[config.mk]
export PLATFORM = sky130hd
export DESIGN_NAME = slv_guard_cfg_regs
export DESIGN_NICKNAME = d
export VERILOG_FILES = /design/src/rtl/slv_guard_cfg_regs.sv
export SDC_FILE = /design/constraint.sdc
export NUM_CORES = 1
export LEC_CHECK = 0
export CORE_MARGIN = 3
export CORE_UTILIZATION = 42
export CTS_CLUSTER_SIZE = 16
export DETAILED_ROUTE_END_ITERATION = 6
export PLACE_DENSITY = 0.77
export SLEW_MARGIN = 5
export SYNTH_ARGS = -nofsm -noshare
export SYNTH_HDL_FRONTEND = slang
export SYNTH_SLANG_ARGS = --single-unit
[constraint.sdc]
create_clock -name clk_i -period 2.7 [get_ports clk_i]
set_input_delay 0.54 -clock clk_i [delete_from_list [all_inputs] [get_ports clk_i]]
set_output_delay 0.54 -clock clk_i [all_outputs]
set_load 0.01 [all_outputs]
[src/rtl/slv_guard_cfg_regs.sv]
// -----------------------------------------------------------------------------
// slv_guard_cfg_regs
//
// Configuration and status register block for the AXI slave guard. A REG_BUS
// responder (two-state handshake, one access every two cycles) holds the guard
// configuration (CTRL, WRITE_BUDGET, READ_BUDGET). The timeout pulses coming
// back from the guard are collected into sticky STATUS bits, a saturating event
// counter and a last-ID capture. These in turn drive the registered interrupt
// and reset-request outputs.
//
// Ports
//   clk_i          : clock
//   rst_i          : synchronous, active-high reset
//   reg_req_i      : REG_BUS request  (addr, write, wdata, wstrb, valid)
//   reg_rsp_o      : REG_BUS response (rdata, error, ready)
//   wr_timeout_i   : one-cycle pulse, write transaction exceeded its budget
//   rd_timeout_i   : one-cycle pulse, read transaction exceeded its budget
//   timeout_id_i   : AXI ID of the timed-out transaction, valid with a pulse
//   guard_ena_o    : CTRL.enable
//   write_budget_o : WRITE_BUDGET register
//   read_budget_o  : READ_BUDGET register
//   irq_o          : interrupt, registered
//   rst_req_o      : reset request to the system, registered
// -----------------------------------------------------------------------------
package slv_guard_cfg_regs_pkg;

    typedef struct packed {
        logic [31:0] addr;
        logic        write;
        logic [31:0] wdata;
        logic [3:0]  wstrb;
        logic        valid;
    } reg_req_t;

    typedef struct packed {
        logic [31:0] rdata;
        logic        error;
        logic        ready;
    } reg_rsp_t;

endpackage

module slv_guard_cfg_regs #(
    parameter int unsigned            AddrWidth   = 32,
    parameter int unsigned            IdWidth     = 4,
    parameter int unsigned            BudgetWidth = 16,
    parameter logic [BudgetWidth-1:0] WrBudgetRst = BudgetWidth'(16'h0010),
    parameter logic [BudgetWidth-1:0] RdBudgetRst = BudgetWidth'(16'h0010),
    parameter type                    reg_req_t   = slv_guard_cfg_regs_pkg::reg_req_t,
    parameter type                    reg_rsp_t   = slv_guard_cfg_regs_pkg::reg_rsp_t
) (
    input  logic                   clk_i,
    input  logic                   rst_i,
    input  reg_req_t               reg_req_i,
    output reg_rsp_t               reg_rsp_o,
    input  logic                   wr_timeout_i,
    input  logic                   rd_timeout_i,
    input  logic [IdWidth-1:0]     timeout_id_i,
    output logic                   guard_ena_o,
    output logic [BudgetWidth-1:0] write_budget_o,
    output logic [BudgetWidth-1:0] read_budget_o,
    output logic                   irq_o,
    output logic                   rst_req_o
);

    typedef enum logic {IDLE, RESP} state_e;

    typedef enum logic [2:0] {
        SEL_CTRL, SEL_WBUD, SEL_RBUD, SEL_STATUS, SEL_COUNT, SEL_LASTID, SEL_NONE
    } sel_e;

    // Byte-strobed merge of write data into an existing 32-bit register image.
    function automatic logic [31:0] strobe_merge(input logic [31:0] old_val,
                                                 input logic [31:0] wdata,
                                                 input logic [3:0]  wstrb);
        logic [31:0] merged;
        merged = old_val;
        for (int b = 0; b < 4; b++) begin
            if (wstrb[b]) merged[8*b +: 8] = wdata[8*b +: 8];
        end
        return merged;
    endfunction

    state_e                 state_q, state_d;
    logic                   latch_req;

    // Latched request, held through RESP.
    sel_e                   sel_q;
    logic                   write_q;
    logic [31:0]            wdata_q;
    logic [3:0]             wstrb_q;
    logic [31:0]            rdata_q;
    logic                   err_q;

    // Register state.
    logic                   ena_q, irq_en_q, rst_on_to_q;
    logic [BudgetWidth-1:0] wbud_q, rbud_q;
    logic [1:0]             status_q;
    logic [15:0]            cnt_q;
    logic [IdWidth-1:0]     last_id_q;
    logic                   irq_q, rst_req_q;

    // Decode and read data for the incoming request.
    logic [AddrWidth-1:0]   req_word;
    sel_e                   sel_d;
    logic [31:0]            rdata_d;

    // Next-state terms.
    logic                   do_write;
    logic [1:0]             status_clr, status_d;
    logic [15:0]            cnt_base, cnt_d;
    logic [16:0]            cnt_sum;

    // NOTE: every signal written in always_comb gets a default first; a path
    // that leaves one unassigned would infer a latch.
    always_comb begin
        req_word = AddrWidth'(reg_req_i.addr) & ~AddrWidth'(3);
        sel_d    = SEL_NONE;
        case (req_word)
            AddrWidth'(32'h00): sel_d = SEL_CTRL;
            AddrWidth'(32'h04): sel_d = SEL_WBUD;
            AddrWidth'(32'h08): sel_d = SEL_RBUD;
            AddrWidth'(32'h0C): sel_d = SEL_STATUS;
            AddrWidth'(32'h10): sel_d = SEL_COUNT;
            AddrWidth'(32'h14): sel_d = SEL_LASTID;
            default:            sel_d = SEL_NONE;
        endcase
    end

    // Read data is captured from the current register state when the request
    // is accepted, so an event in that same cycle is not yet visible.
    always_comb begin
        rdata_d = '0;
        case (sel_d)
            SEL_CTRL:   rdata_d = {29'b0, rst_on_to_q, irq_en_q, ena_q};
            SEL_WBUD:   rdata_d = 32'(wbud_q);
            SEL_RBUD:   rdata_d = 32'(rbud_q);
            SEL_STATUS: rdata_d = {30'b0, status_q};
            SEL_COUNT:  rdata_d = {16'b0, cnt_q};
            SEL_LASTID: rdata_d = 32'(last_id_q);
            default:    rdata_d = '0;
        endcase
    end

    // Handshake FSM: state register.
    // NOTE: sequential state uses non-blocking assignments only, so every
    // flop samples the pre-edge values regardless of statement order.
    always_ff @(posedge clk_i) begin
        if (rst_i) state_q <= IDLE;
        else       state_q <= state_d;
    end

    // Handshake FSM: next state.
    always_comb begin
        state_d   = state_q;
        latch_req = 1'b0;
        case (state_q)
            IDLE: begin
                if (reg_req_i.valid) begin
                    state_d   = RESP;
                    latch_req = 1'b1;
                end
            end
            RESP:    state_d = IDLE;
            default: state_d = IDLE;
        endcase
    end

    // Writes take effect on the edge that closes the ready cycle.
    always_comb begin
        do_write   = (state_q == RESP) && write_q;
        status_clr = (do_write && sel_q == SEL_STATUS && wstrb_q[0]) ? wdata_q[1:0] : 2'b00;
        // Hardware set is OR-ed in after the clear, so it wins a collision.
        status_d   = (status_q & ~status_clr) | {rd_timeout_i, wr_timeout_i};
        // A write to TIMEOUT_COUNT clears it; same-cycle events still count.
        cnt_base   = (do_write && sel_q == SEL_COUNT) ? 16'h0 : cnt_q;
        cnt_sum    = {1'b0, cnt_base} + {16'b0, wr_timeout_i} + {16'b0, rd_timeout_i};
        cnt_d      = cnt_sum[16] ? 16'hFFFF : cnt_sum[15:0];
    end

    always_ff @(posedge clk_i) begin
        if (rst_i) begin
            sel_q       <= SEL_NONE;
            write_q     <= 1'b0;
            wdata_q     <= '0;
            wstrb_q     <= '0;
            rdata_q     <= '0;
            err_q       <= 1'b0;
            ena_q       <= 1'b0;
            irq_en_q    <= 1'b0;
            rst_on_to_q <= 1'b0;
            wbud_q      <= WrBudgetRst;
            rbud_q      <= RdBudgetRst;
            status_q    <= '0;
            cnt_q       <= '0;
            last_id_q   <= '0;
            irq_q       <= 1'b0;
            rst_req_q   <= 1'b0;
        end else begin
            if (latch_req) begin
                sel_q   <= sel_d;
                write_q <= reg_req_i.write;
                wdata_q <= reg_req_i.wdata;
                wstrb_q <= reg_req_i.wstrb;
                rdata_q <= rdata_d;
                err_q   <= (sel_d == SEL_NONE);
            end

            if (do_write && sel_q == SEL_CTRL && wstrb_q[0]) begin
                ena_q       <= wdata_q[0];
                irq_en_q    <= wdata_q[1];
                rst_on_to_q <= wdata_q[2];
            end
            // Bytes above BudgetWidth are dropped by the width cast.
            if (do_write && sel_q == SEL_WBUD)
                wbud_q <= BudgetWidth'(strobe_merge(32'(wbud_q), wdata_q, wstrb_q));
            if (do_write && sel_q == SEL_RBUD)
                rbud_q <= BudgetWidth'(strobe_merge(32'(rbud_q), wdata_q, wstrb_q));

            status_q <= status_d;
            cnt_q    <= cnt_d;
            if (wr_timeout_i || rd_timeout_i) last_id_q <= timeout_id_i;

            // Driven from the registered STATUS, hence two cycles after a pulse.
            irq_q     <= irq_en_q & (|status_q);
            rst_req_q <= ena_q & rst_on_to_q & (|status_q);
        end
    end

    always_comb begin
        reg_rsp_o       = '0;
        reg_rsp_o.rdata = rdata_q;
        reg_rsp_o.error = err_q;
        reg_rsp_o.ready = (state_q == RESP);
    end

    assign guard_ena_o    = ena_q;
    assign write_budget_o = wbud_q;
    assign read_budget_o  = rbud_q;
    assign irq_o          = irq_q;
    assign rst_req_o      = rst_req_q;

endmodule

==> results of run 1 <==
==> area by class of cell <==
class / count / area, µm²
Clock inverter: 6 / 65.06
Sequential cell: 99 / 1983
Tap cell: 136 / 170.2
Clock buffer: 10 / 127.6
Inverter: 12 / 45.04
Multi-Input combinational cell: 371 / 2474
Fill cell: 867 / 3850
Timing Repair Buffer: 195 / 1748
==> final timing paths <==
check | start | end | cells after the start
setup reg to reg | state_q$_SDFF_PP0_ | cnt_q[14]$_SDFF_PP0_ | 11
hold reg to reg | rdata_q[12]$_SDFFE_PP0P_ | rdata_q[12]$_SDFFE_PP0P_ | 2
hold / removal | rdata_q[12]$_SDFFE_PP0P_ | rdata_q[12]$_SDFFE_PP0P_ | 2
setup / recovery | reg_req_i[63] | sel_q[1]$_SDFFE_PP1P_ | 17
==> per-layer routing <==
| metal | GRT usage | part of all wire |
|---|---|---|
| met5 | 0 | 0 |
| met4 | 0.08443 | 0.023 |
| met3 | 0.03960 | 0.066 |
| met2 | 0.4116 | 0.49 |
| met1 | 0.3188 | 0.42 |
==> layout by cell type (no fill, tap or decap), drive strengths merged, types with 11 or more instances in the layout <==
master          n
a21oi          46
buf            86
a222oi         13
dfxtp          99
nor4           14
nand2          84
clkdlybuf4s50  82
nand4          11
clkbuf         18
mux2i          39
inv            13
nor2           54
o21ai          23
conb           16
==> cell families after synthesis <==
kind of cell / Yosys count
XOR/XNOR: 11
multiplexers: 42
AND/OR/NAND/NOR: 196
AO/OA/AOI/OAI: 103
buffers and inverters: 55
flip-flops: 99
adder cells (fa/ha/maj): 3
other: 1
==> sequential cells by signal, indices dropped and copies added, names as in the netlist <==
signal and count:
write_q 1, status_q 2, irq_en_q 1, sel_q 3
write_budget_o 16, last_id_q 4, cnt_q 16, irq_o 1
rst_req_o 1, rdata_q 16, read_budget_o 16, guard_ena_o 1
wstrb_q 2, state_q 1, wdata_q 16, rst_on_to_q 1
err_q 1
==> report_power, final <==
| part | leakage, nW | switching (mW) | internal (mW) |
|---|---|---|---|
| sequential | 0.804 | 0.0303 | 1.49 |
| clock | 0.0966 | 0.525 | 0.431 |
| combinational | 1.68 | 0.154 | 0.146 |
==> critical path: stages <==
cell	delay, ns
clkdlybuf4s15_1	0.21
nor4_4	0.29
buf_4	0.18
nand4b_4	0.11
nor3_4	0.17
nand2_2	0.12
buf_6	0.13
buf_4	0.12
buf_4	0.12
buf_4	0.12
buf_4	0.12
buf_4	0.12
buf_4	0.12
buf_4	0.12
buf_4	0.12
buf_4	0.13
a21oi_2	0.11
==> stage by stage <==
stage	power (mW)	setup WS [ns]	TNS, ns	instances
2_1_floorplan	1.694	0.03413	0	525
3_3_place_gp	1.843	-0.4435	-8.386	780
3_5_place_dp	1.853	-0.4917	-9.549	780
4_1_cts	2.779	0.005093	0	823
5_1_grt	2.875	-0.04988	-0.07285	829
6_report	2.779	0.06331	0	829
==> timing repair <==
action,4_1_cts,5_1_grt
pin swaps,19,20
setup buffers,26,7
gates cloned,1,0
endpoints found under the setup margin,14,34
gates resized for setup,32,47
==> qor.yml, run 1 <==
logic_synthesis:
  post-synth-top-count-cell: "dfxtp_1"
  synth_compound_area_frac: 0.1595
  synth_ff_type: "dfxtp_1"
  ys_seq_elements: 99
  synth_adder_area_share: 0.009850
  syn-cell-area_um2: 4573
  synth.area.mux_share: 0.09275
  synth_seq_area_share: 0.4334
  yosysWarnings: 0
  yosysTopAreaCellShare: 0.4334
  synth_top_family_by_area: "simple AND/OR/NAND/NOR gates"
  synth_area_leaders: "dfxtp_1, mux2i_1, nand2_1"
  async_flop_share: 0
  yosys-top-cells-count: "dfxtp_1, nand2_1, nor2_1"
  synthDistinctLibCells: 58
  postSynthCellCount: 510
  synth-simple-area-share: 0.2186
  synth_edf_count: 0
  synth_area_leader_cell: "dfxtp_1"
  synth_xor_area_frac: 0.02107
  postSynthAreaPerCell_um2: 8.967
clock_network:
  clkLatencyLatePin_ns: 0.37
  clk_path_buf_depth: 2
  cts-buffers-inserted: 9
  cts_tree: "built"
  cts_hold_buf: 0
  h-tree-depth: 3
  numClockSinks: 99
  clk_pin_slew_worst_paths_ns: 0.10
  root_buffer: "clkbuf_8"
sta:
  finalCritPeriodShare: 0.9766
  tightest_slew_ns: 1.067
  max-slew-margin-rel: 0.2860
  maxSlewViolCount: 0
  max_freq_mhz: 379.3
  hold_viol: 0
  min_period_ns: 2.637
  worst_hold_slack_ns: 0.4625
  skew_ns: 0.01437
  setup_viol: 0
floorplanning:
  die_area_um2: 12180
  io-pin-count: 147
  rows: 37
  core_region_area_um2: 10460
  die_w_um: 110.3
  start_util: 0.4371
  die_h_um: 110.3
grt:
  grt_max_degree: 63
  antenna_found_initial: 0
  grt_first_pass_wirelength_um: 22880
  grt_pass1_vias: 4408
  grt-ovfl-total: 0
  grt_use_total: 0.2447
run:
  maxCapViolations: 0
routing:
  drt_iter0_drc: 446
  route.detailed.drc: 0
  ant_nets: 0
  vias: 4548
  wl_per_cell_um: 17.81
  wirelength_um: 14770
  drtPass1Iterations: 5
  viasPerCell: 5.486
critical_path:
  worstPathMaxFanout: 3
  cp-start-kind: "primary input"
  cp.arrival_ns: 2.95
  critical_path_class: "primary input to register"
  endpoint_kind: "register"
  critPathRequiredTime_ns: 3.02
  rrSetupSlack_ns: 0.16
pwr:
  leakage_nw: 2.576
  power.density_nw_per_um2: 420.3
  peakVddDrop_uv: 252.5
placement:
  place.gp.congestion: 0.8943
  port-buffer-count: 110
  dpl_cell_area_um2: 6066
  hpwl_um: 10240
final_layout:
  syn2layout_area_growth_pct: 44.60
  final_util: 0.6320
  fin_area_um2: 6613
  drive_gt1_frac: 0.2352
  num_antenna_cells: 0
  fin_nets: 769
status:
  status: "finished, final reports clean"
hold_path:
  hold_class: "register to register"
Note: power is estimated with default switching activity, not from simulation.
==> inputs of run 2 (changes only) <==
--- a/config.mk
+++ b/config.mk
@@ -9,6 +9,7 @@
 export CORE_UTILIZATION = 42
 export CTS_CLUSTER_SIZE = 16
 export DETAILED_ROUTE_END_ITERATION = 6
+export GPL_TIMING_DRIVEN = 0
 export PLACE_DENSITY = 0.77
 export SLEW_MARGIN = 5
 export SYNTH_ARGS = -nofsm -noshare
==> qor.yml, run 2 (synthesis results as in run 1) <==
final_layout:
  multi_input_area_um2: 2489  # was 2474 µm²
  final_util: 0.6211  # was 0.6320
  instances_no_fill: 813  # was 829
  drive_gt1_frac: 0.1846  # was 0.2352
  final_cell_mix: "dfxtp_1, clkdlybuf4s50_1, nand2_1, nor2_1, a21oi_1"  # was dfxtp_1, clkdlybuf4s50_1, nand2_1, buf_4, nor2_1
  fin_area_um2: 6499  # was 6613 µm²
  syn2layout_area_growth_pct: 42.11  # was 44.60%
  final_common_cell: "dfxtp_1"  # unchanged
  num_antenna_cells: 0  # unchanged
  seq_area_um2: 1989  # was 1983 µm²
  final.fill_count: 881  # was 867
  fin_nets: 753  # was 769
status:
  violations: "negative setup slack"
  status: "complete, but fails checks"  # was finished, final reports clean
clock_network:
  clkLatencyLatePin_ns: 0.37  # about the same
  h-tree-depth: 3  # unchanged
  numClockSinks: 99  # unchanged
  cts-buffers-inserted: 9  # unchanged
  cts_hold_buf: 0  # unchanged
  cts_tree: "built"  # unchanged
  root_buffer: "clkbuf_8"  # unchanged
  clk_path_buf_depth: 2  # unchanged
  clk_pin_slew_worst_paths_ns: 0.09  # was 0.10 ns
placement:
  dp_slack_ns: -1.036  # was -0.4917 ns
  hpwl_um: 10610  # was 10240 µm
  place.gp.congestion: 0.9580  # was 0.8943
  placed_cells: 770  # was 780
  dpl_cell_area_um2: 5891  # was 6066 µm²
  port-buffer-count: 109  # was 110
hold_path:
  hold_class: "register to register"  # unchanged
  whs_endpoint: "last_id_q[2]$_SDFFE_PP0P_"  # was rdata_q[12]$_SDFFE_PP0P_
  holdPathStages: 2  # unchanged
  hold_start: "last_id_q[2]$_SDFFE_PP0P_"  # was rdata_q[12]$_SDFFE_PP0P_
grt:
  grt_pass1_vias: 4276  # was 4408
  grt_first_pass_wirelength_um: 22310  # was 22880 µm
  grt-ovfl-total: 0  # unchanged
  antenna_found_initial: 0  # unchanged
  grt_max_degree: 16  # was 63
  grt_use_total: 0.2413  # was 0.2447
sta:
  maxSlewViolCount: 0  # unchanged
  max_freq_mhz: 368.4  # was 379.3 MHz
  hold_viol: 0  # unchanged
  skew_ns: 0.01073  # was 0.01437 ns
  max-slew-margin-rel: 0.5190  # was 0.2860
  worst_hold_slack_ns: 0.4629  # was 0.4625 ns
  tightest_slew_ns: 0.7216  # was 1.067 ns
  rsz0062_at_grt: "true"
  fin_setup_tns_ns: -0.02285  # was 0 ns
  min_period_ns: 2.714  # was 2.637 ns
  worst_slack_ns: -0.01410  # was 0.06331 ns
  setup_viol: 3  # was 0
  finalCritPeriodShare: 1.005  # was 0.9766
pwr:
  peakVddDrop_uv: 291.9  # was 252.5 µV
  power.density_nw_per_um2: 438.7  # was 420.3 nW/µm²
  finalPower_mw: 2.851  # was 2.779 mW
  leakage_nw: 2.479  # was 2.576 nW
critical_path:
  worstPathMaxFanout: 5  # was 3
  critPathRequiredTime_ns: 3.01  # was 3.02 ns
  rr_worst_depth: 12  # was 11
  cp.arrival_ns: 3.03  # was 2.95 ns
  cp-start-kind: "primary input"  # unchanged
  endpoint_kind: "register"  # unchanged
  r2r_start: "sel_q[1]$_SDFFE_PP1P_"  # was state_q$_SDFF_PP0_
  r2r_end: "cnt_q[6]$_SDFF_PP0_"  # was cnt_q[14]$_SDFF_PP0_
  critical_path_class: "primary input to register"  # unchanged
  rrSetupSlack_ns: 0.14  # was 0.16 ns
routing:
  vias: 4563  # was 4548
  ant_nets: 0  # unchanged
  drtPass1Iterations: 7  # was 5
  drt_iter0_drc: 507  # was 446
  wirelength_um: 15120  # was 14770 µm
  wl_per_cell_um: 18.59  # was 17.81 µm
  route.detailed.drc: 0  # unchanged
  viasPerCell: 5.613  # was 5.486
floorplanning:
  die_w_um: 110.3  # unchanged
  start_util: 0.4371  # unchanged
  rows: 37  # unchanged
  io-pin-count: 147  # unchanged
  core_region_area_um2: 10460  # unchanged
  die_area_um2: 12180  # unchanged
  die_h_um: 110.3  # unchanged
run:
  maxCapViolations: 0  # unchanged
[run 2: area by class of cell]
| type | instances | area share |
|---|---|---|
| Inverter | 12 | 0.006931 |
| Tap cell | 136 | 0.02618 |
| Buffer | 43 | 0.04293 |
| Clock buffer | 13 | 0.02599 |
| Timing Repair Buffer | 136 | 0.2022 |
| Sequential cell | 99 | 0.3061 |
| Multi-Input combinational cell | 371 | 0.3829 |
| Clock inverter | 3 | 0.006739 |
[run 2: repair_timing]
action | CTS | global route
endpoints found under the hold margin | 0 | 0
pin swaps | 14 | 16
gates cloned | 1 | 1
setup endpoints to repair | 33 | 28
resized for setup | 55 | 26
buffers inserted | 16 | 9
[run 2: how the worst max path moves through the flow]
stage	startpoint	endpoint	slack (ns)	cells after the start
after floorplan	sel_q[1]$_SDFFE_PP1P_	cnt_q[12]$_SDFF_PP0_	0.03	12
after global placement	reg_req_i[64]	rdata_q[12]$_SDFFE_PP0P_	-0.94	12
after detailed placement	reg_req_i[56]	rdata_q[12]$_SDFFE_PP0P_	-1.04	12
after CTS	reg_req_i[55]	rdata_q[13]$_SDFFE_PP0P_	0.001	13
after global routing	reg_req_i[46]	rdata_q[9]$_SDFFE_PP0P_	-0.11	14
final	reg_req_i[68]	rdata_q[9]$_SDFFE_PP0P_	-0.01	14
[run 2: worst max-delay path: stages]
cell and delay, ns:
clkdlybuf4s15_1 0.22, nor4_1 0.34, nand2_1 0.21, buf_6 0.17
nor3_4 0.19, nand2_2 0.11, ha_4 0.21, nor2_4 0.12
nand2_2 0.09, nor4_4 0.18, buf_6 0.17, bufbuf_16 0.25
a222oi_1 0.10, o21ai_2 0.13
[run 2: power by group]
part	total [mW]	leakage [nW]	switching, mW	internal (mW)
sequential	1.52	0.804	0.0289	1.49
combinational	0.299	1.56	0.159	0.139
clock	1.03	0.110	0.524	0.508
[run 2: metal layers]
layer  wire length (µm)  up-vias  share of wire  global-route usage
met5                  0        -              0                   0
met4                569        0          0.038             0.09499
met3               1234       53          0.082             0.04135
met2               7360      225           0.49              0.4081
met1               5950     2181           0.39              0.3062
li1                   -     2104              -                   -
==> inputs of run 3 (changes only) <==
--- a/config.mk
+++ b/config.mk
@@ -11,6 +11,7 @@
 export DETAILED_ROUTE_END_ITERATION = 6
 export GPL_TIMING_DRIVEN = 0
 export PLACE_DENSITY = 0.77
+export SETUP_SLACK_MARGIN = 0.4
 export SLEW_MARGIN = 5
 export SYNTH_ARGS = -nofsm -noshare
 export SYNTH_HDL_FRONTEND = slang
==> qor.yml, run 3 (synthesis results as in run 1) <==
status:
  status: "complete, but fails checks"  # unchanged
  violations: "design-rule violations"  # was negative setup slack
routing:
  wl_per_cell_um: 19.50  # was 18.59 µm
  wirelength_um: 16220  # was 15120 µm
  drt_iter0_drc: 560  # was 507
  route.detailed.drc: 2  # was 0
  viasPerCell: 5.715  # was 5.613
  ant_nets: 0  # unchanged
  drtPass1Iterations: 7  # unchanged
  vias: 4755  # was 4563
critical_path:
  rrSetupSlack_ns: 0.26  # was 0.14 ns
  critPathRequiredTime_ns: 2.99  # was 3.01 ns
  cp-start-kind: "primary input"  # unchanged
  r2r_end: "cnt_q[10]$_SDFF_PP0_"  # was cnt_q[6]$_SDFF_PP0_
  worstPathMaxFanout: 3  # was 5
  cp.arrival_ns: 2.84  # was 3.03 ns
  crit_end: "rdata_q[4]$_SDFFE_PP0P_"  # was rdata_q[9]$_SDFFE_PP0P_
  endpoint_kind: "register"  # unchanged
  rr_worst_depth: 12  # unchanged
  critical_path_class: "primary input to register"  # unchanged
  startpoint: "reg_req_i[67]"  # was reg_req_i[68]
  r2r_start: "state_q$_SDFF_PP0_"  # was sel_q[1]$_SDFFE_PP1P_
sta:
  tightest_slew_ns: 0.7956  # was 0.7216 ns
  hold_viol: 0  # unchanged
  worst_hold_slack_ns: 0.4567  # was 0.4629 ns
  max-slew-margin-rel: 0.4696  # was 0.5190
  min_period_ns: 2.552  # was 2.714 ns
  max_freq_mhz: 391.9  # was 368.4 MHz
  worst_slack_ns: 0.1481  # was -0.01410 ns
  finalCritPeriodShare: 0.9451  # was 1.005
  maxSlewViolCount: 0  # unchanged
  setup_viol: 0  # was 3
  skew_ns: 0.01441  # was 0.01073 ns
  fin_setup_tns_ns: 0  # was -0.02285 ns
  rsz0062_at_grt: "true"  # unchanged
clock_network:
  clkLatencyLatePin_ns: 0.37  # about the same
  numClockSinks: 99  # unchanged
  cts-buffers-inserted: 9  # unchanged
  root_buffer: "clkbuf_8"  # unchanged
  cts_hold_buf: 0  # unchanged
  cts_tree: "built"  # unchanged
  clk_pin_slew_worst_paths_ns: 0.09  # about the same
  clk_path_buf_depth: 2  # unchanged
  h-tree-depth: 3  # unchanged
final_layout:
  syn2layout_area_growth_pct: 45.09  # was 42.11%
  final.fill_count: 842  # was 881
  final_cell_mix: "dfxtp_1, clkdlybuf4s50_1, nand2_1, buf_4, nor2_1"  # was dfxtp_1, clkdlybuf4s50_1, nand2_1, nor2_1, a21oi_1
  final_common_cell: "dfxtp_1"  # unchanged
  final_util: 0.6342  # was 0.6211
  fin_nets: 772  # was 753
  drive_gt1_frac: 0.2676  # was 0.1846
floorplanning:
  die_h_um: 110.3  # unchanged
  die_w_um: 110.3  # unchanged
  core_region_area_um2: 10460  # unchanged
  rows: 37  # unchanged
  start_util: 0.4371  # unchanged
  io-pin-count: 147  # unchanged
  die_area_um2: 12180  # unchanged
placement:
  port-buffer-count: 109  # unchanged
  hpwl_um: 10680  # was 10610 µm
  place.gp.congestion: 0.9463  # was 0.9580
  dp_slack_ns: -0.7287  # was -1.036 ns
pwr:
  power.density_nw_per_um2: 410.7  # was 438.7 nW/µm²
  leakage_nw: 2.486  # was 2.479 nW
  finalPower_mw: 2.725  # was 2.851 mW
  peakVddDrop_uv: 196.4  # was 291.9 µV
grt:
  grt_first_pass_wirelength_um: 23450  # was 22310 µm
  grt_use_total: 0.2515  # was 0.2413
  grt_max_degree: 17  # was 16
  antenna_found_initial: 1  # was 0
  grt_pass1_vias: 4599  # was 4276
  grt-ovfl-total: 0  # unchanged
hold_path:
  hold_class: "register to register"  # unchanged
run:
  maxCapViolations: 0  # unchanged
## run 3: area by class of cell
class                      count  area (µm²)  area share
multi-input combinational    371        2609      0.3932
sequential                    99        1991      0.3000
timing repair buffer         155        1364      0.2055
buffer                        43       276.5     0.04167
tap                          136       170.2     0.02565
clock buffer                  11       141.4     0.02131
inverter                      12       47.55    0.007166
clock inverter                 4       33.78    0.005091
antenna                        1       2.502   0.0003771
## run 3: per-stage QoR
stage / area, µm² / cells
6_report: 6635 / 832
5_1_grt: 6635 / 832
4_1_cts: 6435 / 813
3_5_place_dp: 5986 / 770
3_3_place_gp: 5986 / 770
2_1_floorplan: 4725 / 525
## run 3: metal layers
| metal | wire length (µm) | part of all wire | vias to the layer above | global-route usage |
|---|---|---|---|---|
| li1 | - | - | 2146 | - |
| met1 | 6070 | 0.37 | 2229 | 0.3114 |
| met2 | 7798 | 0.48 | 303 | 0.4073 |
| met3 | 1575 | 0.097 | 77 | 0.05475 |
| met4 | 776 | 0.048 | 0 | 0.1372 |
| met5 | 0 | 0 | - | 0 |
## run 3: worst max-delay path: stages
cell	delay, ns
buf_8	0.10
nor4_4	0.34
buf_4	0.20
nand4b_4	0.12
nor3_4	0.18
nand2_2	0.14
ha_4	0.21
nor2_4	0.12
nand3b_1	0.13
nor4_4	0.32
buf_4	0.20
a222oi_1	0.07
o21ai_1	0.18
## run 3: power breakdown
group / total, mW / switching, mW / internal, mW / leakage (nW)
combinational: 0.327 / 0.177 / 0.150 / 1.59
clock: 0.876 / 0.511 / 0.364 / 0.0864
sequential: 1.52 / 0.0304 / 1.49 / 0.805
total: 2.72 / 0.719 / 2.01 / 2.49
## run 3: timing repair
item,4_1_cts,5_1_grt
setup endpoints to repair,34,33
gates cloned,2,1
buffers inserted,26,17
pin swaps,33,21
resized for setup,122,33
## run 3: worst min path at each step
stage,end,slack [ns],start,cells after the start
after floorplan,irq_o$_SDFF_PP0_,0.42,irq_en_q$_SDFFE_PP0P_,2
after global placement,last_id_q[3]$_SDFFE_PP0P_,0.44,last_id_q[3]$_SDFFE_PP0P_,2
after detailed placement,last_id_q[3]$_SDFFE_PP0P_,0.44,last_id_q[3]$_SDFFE_PP0P_,2
after CTS,last_id_q[3]$_SDFFE_PP0P_,0.46,last_id_q[3]$_SDFFE_PP0P_,2
after global routing,last_id_q[3]$_SDFFE_PP0P_,0.47,last_id_q[3]$_SDFFE_PP0P_,2
final,last_id_q[3]$_SDFFE_PP0P_,0.46,last_id_q[3]$_SDFFE_PP0P_,2
